File: src/rtl/pixel_uart_serializer.sv
// Pixel FIFO feeding an 8N1 UART transmitter; final stage of the edge-detection pipeline.
// Define PIXEL_UART_PARITY_EN to insert an even-parity bit between the data bits and the stop bit.
module pixel_uart_serializer #(
    parameter int CLKS_PER_BIT = 1736,
    parameter int FIFO_DEPTH   = 16,
    parameter int ADDR_W       = 4
) (
    input  logic              clk_200mhz,
    input  logic              reset_n,
    input  logic [7:0]        pixel_in,
    input  logic              valid_in,
    output logic              ready_out,
    output logic              tx_serial,
    output logic              tx_busy,
    output logic [ADDR_W:0]   fifo_level,
    output logic [15:0]       overflow_cnt
);

    localparam int                CNT_W      = $clog2(CLKS_PER_BIT);
    localparam logic [CNT_W-1:0]  BAUD_LAST  = CNT_W'(CLKS_PER_BIT - 1);
    localparam logic [ADDR_W:0]   LEVEL_FULL = (ADDR_W + 1)'(FIFO_DEPTH);

`ifdef PIXEL_UART_PARITY_EN
    typedef enum logic [2:0] {IDLE, START, DATA, PARITY, STOP} state_t;
`else
    typedef enum logic [1:0] {IDLE, START, DATA, STOP} state_t;
`endif

    logic [7:0]        mem [FIFO_DEPTH];
    logic [ADDR_W-1:0] wr_ptr;
    logic [ADDR_W-1:0] rd_ptr;
    logic [ADDR_W:0]   count;

    state_t            state;
    logic [CNT_W-1:0]  baud_cnt;
    logic [2:0]        bit_idx;
    logic [7:0]        shift_reg;
`ifdef PIXEL_UART_PARITY_EN
    logic              parity_bit;
`endif

    logic push;
    logic drop;
    logic pop;
    logic baud_done;

    // Full is judged on the registered count, so a pop in the same cycle never admits a write.
    assign ready_out  = (count != LEVEL_FULL);
    assign fifo_level = count;
    assign push       = valid_in && ready_out;
    assign drop       = valid_in && !ready_out;
    assign pop        = (state == IDLE) && (count != '0);
    assign baud_done  = (baud_cnt == BAUD_LAST);

    // NOTE: pixel storage has no reset; only pointers and count define which entries are live.
    always_ff @(posedge clk_200mhz) begin
        if (push) begin
            mem[wr_ptr] <= pixel_in;
        end
    end

    // NOTE: every sequential block uses non-blocking assignments so all registers update together.
    always_ff @(posedge clk_200mhz or negedge reset_n) begin
        if (!reset_n) begin
            wr_ptr       <= '0;
            rd_ptr       <= '0;
            count        <= '0;
            overflow_cnt <= '0;
        end else begin
            if (push) begin
                wr_ptr <= wr_ptr + 1'b1;
            end
            if (pop) begin
                rd_ptr <= rd_ptr + 1'b1;
            end
            case ({push, pop})
                2'b10:   count <= count + 1'b1;
                2'b01:   count <= count - 1'b1;
                default: count <= count;
            endcase
            if (drop && (overflow_cnt != 16'hFFFF)) begin
                overflow_cnt <= overflow_cnt + 1'b1;
            end
        end
    end

    always_ff @(posedge clk_200mhz or negedge reset_n) begin
        if (!reset_n) begin
            state      <= IDLE;
            tx_serial  <= 1'b1;
            tx_busy    <= 1'b0;
            baud_cnt   <= '0;
            bit_idx    <= '0;
            shift_reg  <= '0;
`ifdef PIXEL_UART_PARITY_EN
            parity_bit <= 1'b0;
`endif
        end else begin
            case (state)
                IDLE: begin
                    tx_serial <= 1'b1;
                    baud_cnt  <= '0;
                    bit_idx   <= '0;
                    if (pop) begin
                        shift_reg  <= mem[rd_ptr];
`ifdef PIXEL_UART_PARITY_EN
                        parity_bit <= ^mem[rd_ptr];
`endif
                        tx_serial  <= 1'b0;
                        tx_busy    <= 1'b1;
                        state      <= START;
                    end
                end

                START: begin
                    if (baud_done) begin
                        baud_cnt  <= '0;
                        tx_serial <= shift_reg[0];
                        state     <= DATA;
                    end else begin
                        baud_cnt <= baud_cnt + 1'b1;
                    end
                end

                DATA: begin
                    if (baud_done) begin
                        baud_cnt <= '0;
                        if (bit_idx == 3'd7) begin
`ifdef PIXEL_UART_PARITY_EN
                            tx_serial <= parity_bit;
                            state     <= PARITY;
`else
                            tx_serial <= 1'b1;
                            state     <= STOP;
`endif
                        end else begin
                            // Present the next bit while shifting, so the line stays registered.
                            bit_idx   <= bit_idx + 1'b1;
                            shift_reg <= shift_reg >> 1;
                            tx_serial <= shift_reg[1];
                        end
                    end else begin
                        baud_cnt <= baud_cnt + 1'b1;
                    end
                end

`ifdef PIXEL_UART_PARITY_EN
                PARITY: begin
                    if (baud_done) begin
                        baud_cnt  <= '0;
                        tx_serial <= 1'b1;
                        state     <= STOP;
                    end else begin
                        baud_cnt <= baud_cnt + 1'b1;
                    end
                end
`endif

                STOP: begin
                    if (baud_done) begin
                        baud_cnt <= '0;
                        tx_busy  <= 1'b0;
                        state    <= IDLE;
                    end else begin
                        baud_cnt <= baud_cnt + 1'b1;
                    end
                end

                default: begin
                    tx_serial <= 1'b1;
                    tx_busy   <= 1'b0;
                    baud_cnt  <= '0;
                    state     <= IDLE;
                end
            endcase
        end
    end

endmodule

File: config.mk
export PLATFORM = sky130hd
export DESIGN_NAME = pixel_uart_serializer
export DESIGN_NICKNAME = d
export VERILOG_FILES = /design/src/rtl/pixel_uart_serializer.sv
export SDC_FILE = /design/constraint.sdc
export NUM_CORES = 1
export LEC_CHECK = 0
export BUFFER_PORTS_ARGS = -buffer_cell sky130_fd_sc_hd__buf_2
export CAP_MARGIN = 30
export CORE_MARGIN = 2
export CORE_UTILIZATION = 31
export DETAILED_ROUTE_END_ITERATION = 6
export PLACE_DENSITY = 0.53
export SYNTH_ARGS = -nofsm -noshare
export SYNTH_HDL_FRONTEND = slang
export SYNTH_SLANG_ARGS = --single-unit
export TNS_END_PERCENT = 1
File: constraint.sdc
create_clock -name clk_200mhz -period 3.7 [get_ports clk_200mhz]
set_clock_uncertainty 0.1 [all_clocks]
set_input_delay 0.555 -clock clk_200mhz [delete_from_list [all_inputs] [get_ports clk_200mhz]]
set_output_delay 0.555 -clock clk_200mhz [all_outputs]
set_load 0.03 [all_outputs]
==> summary.txt <==
Finish
  • Max reg flops: 128
  • NumNets Final: between 500 and 600
  • P&R area growth vs syn: 14.11%
  • Fillers: approximately 2300
  • Top reg by flops: mem
  • Largest regs: mem: 128 flops, overflow_cnt: 16 flops, baud_cnt: 11 flops
  • Share of layout cells above drive strength 1: 0.2263
  • Ant diodes: 0

CTS
  • Reg clk slew, reported paths: 0.07 ns
  • CTS root buf: clkbuf_16
  • TritonCTS clock tree: built
  • Worst-case clock buffer depth: 2
  • H-tree levels: 4
  • Post-CTS Setup Inserts: 0
  • Total CTS buffers: 17
  • Later-pin clock latency in the skew report: roughly 0.43 ns
  • Post-CTS Hold Buffers: 0
  • CTS Sinks: roughly 180
  • # resized after CTS: 0

Logic synthesis
  • Most common cell in the netlist: edfxtp_1
  • Syn avg cell area: approximately 16 um^2
  • Count of flip-flops with a built-in enable after synthesis: 128
  • Synthesized area: 7769 um^2
  • Top post-synthesis cells by count: 128 x edfxtp_1, 54 x dfrtp_1, 44 x nor2_1, 32 x mux4_2, 25 x nand2_1
  • Yosys top cell area share: 0.4948
  • Top cells by area, synth: edfxtp_1 49%, dfrtp_1 17%, mux4_2 9.3%, ha_1 2.9%, xnor2_1 2.6%
  • Synth cell types: 50
  • Yosys top cell by area: edfxtp_1
  • Primary FF master, synth: edfxtp_1
  • Synth Instances: about 490
  • FFs w/ async S/R, synth: 0.3005
  • Ys Warns: 0
  • Sequential area share after synthesis: 0.6721
  • Synth Net Count: 523
  • #FFs+latches synth: 183

STA
  • Slew Limit Fails: 0
  • Final WS setup: 0.6918 ns
  • Clock period minus worst slack: 3.008 ns
  • Highest Clock Rate: 332.4 MHz
  • Setup TNS: 0 ns
  • Endpoints failing setup: 0
  • Final worst-path cycle share: 0.8130
  • Max-slew headroom: 0.3648
  • Slew at the pin closest to its max-slew limit: about 0.95 ns
  • Hold Vio Cnt, Final: 0
  • Unrepaired setup endpoints after global routing: false

Power
  • Leakage: approximately 3.2 nW
  • Pwr/cell area: 743.3 nW/um^2
  • Max IR drop VDD: 0.0003127 V

Die
  • # IOs: 35
  • Starting Density: 0.3176
  • DIE WIDTH: 162.3 um
  • Die area: around 26000 um^2
  • Die H: 162.3 um
  • Core area: 24460 um^2
  • Row count: 57

Critical path
  • Critical Path Max Stage Delay: 0.61 ns
  • Crit end category: register
  • Critical path peak fanout: 9
  • WP data required: 3.91 ns
  • CP arrival: 3.22 ns
  • CP Cell Sequence: or4_4 > o21ai_2 > inv_2 > ha_1 > xor2_1 > ha_1 > o211ai_1 > a21oi_1 > a31oi_1 > nor2_1 > xor2_1
  • Worst setup SP type: register
  • Setup CP Type: reg2reg
  • CP max-delay cell: or4_4
  • CP Buf/Inv Count: 1
  • CP top delay family: simple AND/OR/NAND/NOR gates

GRT
  • Vias in the first global route: about 4400
  • GRT Resource Usage Total: 0.1254
  • Largest net degree at the start of global routing: 39
  • Initial antenna violation count: 0
  • Total grt overflow: 0
  • First-pass GRT wire length: 24.74 mm

Placement
  • PortBufs: 34
  • Final Wtd Congestion: between 0.8 and 0.9
  • Pre-CTS setup slack: approximately 0.70 ns
  • Detailed-placement wirelength estimate: roughly 10 mm

Job
  • MaxCap Viol Count: 0

Detailed routing
  • Drt pass-1 iters: 4
  • DR vias/cell: 4.815
  • Routed Antenna Nets: 0
  • 1st-iter DRT viols: just under 300
  • Vias: 4199
  • WL final: around 15 mm
  • Routed WL per cell: 17.70 um
  • # DRC: 0

Hold path
  • Worst Hold Class: in2async

Outcome
  • Status: complete, no violations
-- area by class of cell --
| cell class | instances | area (um^2) | share of cell area |
|---|---|---|---|
| clock buffers | 18 | 429.2 | 0.04841 |
| clock inverters | 14 | 126.4 | 0.01426 |
| inverters | 11 | 41.29 | 0.004658 |
| multi-input cells | 279 | 2390 | 0.2696 |
| flip-flops and latches | 183 | 5223 | 0.5891 |
| well taps | 324 | 405.4 | 0.04573 |
| repair buffers | 43 | 250.2 | 0.02823 |
-- cell usage in the layout (no fill, tap or decap), types with 2 or more instances in the layout --
master,n
edfxtp_1,128
dfrtp_1,53
nor2_1,44
buf_2,34
mux4_2,32
nand2_1,25
xnor2_1,23
a21oi_1,22
ha_1,18
clkbuf_16,17
xor2_1,14
nand3_1,14
a22oi_1,13
nand4_1,11
inv_1,10
buf_4,8
o21ai_0,7
nor3_1,5
nor2b_1,5
a22o_1,5
inv_8,5
inv_6,5
nand2b_1,4
mux2_2,4
and2_1,3
and4_1,3
nor4_2,2
and3_1,2
mux2i_1,2
a31oi_1,2
o21a_1,2
clkinv_2,2
-- power breakdown --
group          leakage [nW]  internal (W)  total, W  switching [W]
logic                  1.08      0.000875   0.00202        0.00115
registers              1.85       0.00253   0.00283       0.000309
clock network         0.276      0.000892   0.00173       0.000839
-- final timing paths --
path                                      startpoint  slack, ns                        end  cells past startpoint
setup / recovery           fifo_level[2]$_DFFE_PN0P_       0.69  fifo_level[4]$_DFFE_PN0P_                     11
hold / removal                               reset_n       0.15      baud_cnt[2]$_DFF_PN0_                      1
setup reg to reg           fifo_level[2]$_DFFE_PN0P_       0.69  fifo_level[4]$_DFFE_PN0P_                     11
hold reg to reg                baud_cnt[0]$_DFF_PN0_       0.39      baud_cnt[0]$_DFF_PN0_                      1
max in group asynchronous                    reset_n       2.56     bit_idx[1]$_DFFE_PN0P_                      2
min in group clk_200mhz        baud_cnt[0]$_DFF_PN0_       0.39      baud_cnt[0]$_DFF_PN0_                      1
-- kinds of logic (layout without fill, tap and decap cells) --
family,after synthesis,in the layout,share of synthesized area
AO/OA/AOI/OAI,61,61,0.05251
XOR/XNOR,37,37,0.04171
adder cells (fa/ha/maj),18,18,0.02899
buffers and inverters,32,86,0.02029
flip-flops,183,183,0.6721
multiplexers,39,39,0.1026
AND/OR/NAND/NOR,124,124,0.08182
-- metrics by stage --
stage / std cells / instance area (um^2) / utilization / total power, W / hold WS (ns)
2_1_floorplan: 494 / 7769 / - / 0.004363 / 0.1594
3_3_place_gp: 839 / 8302 / 0.3394 / 0.004846 / 0.3737
3_5_place_dp: 839 / 8302 / 0.3394 / 0.004933 / 0.3848
4_1_cts: 871 / 8857 / 0.3621 / 0.006683 / 0.1690
5_1_grt: 872 / 8865 / 0.3624 / 0.006993 / 0.2122
6_report: 872 / 8865 / 0.3624 / 0.006589 / 0.1530
-- metal layers --
layer,global-route usage,share of wire
met1,0.1665,0.46
met2,0.2048,0.49
met3,0.02783,0.035
met4,0.04143,0.0085
met5,0,0
(Power assumes the default switching activity.)
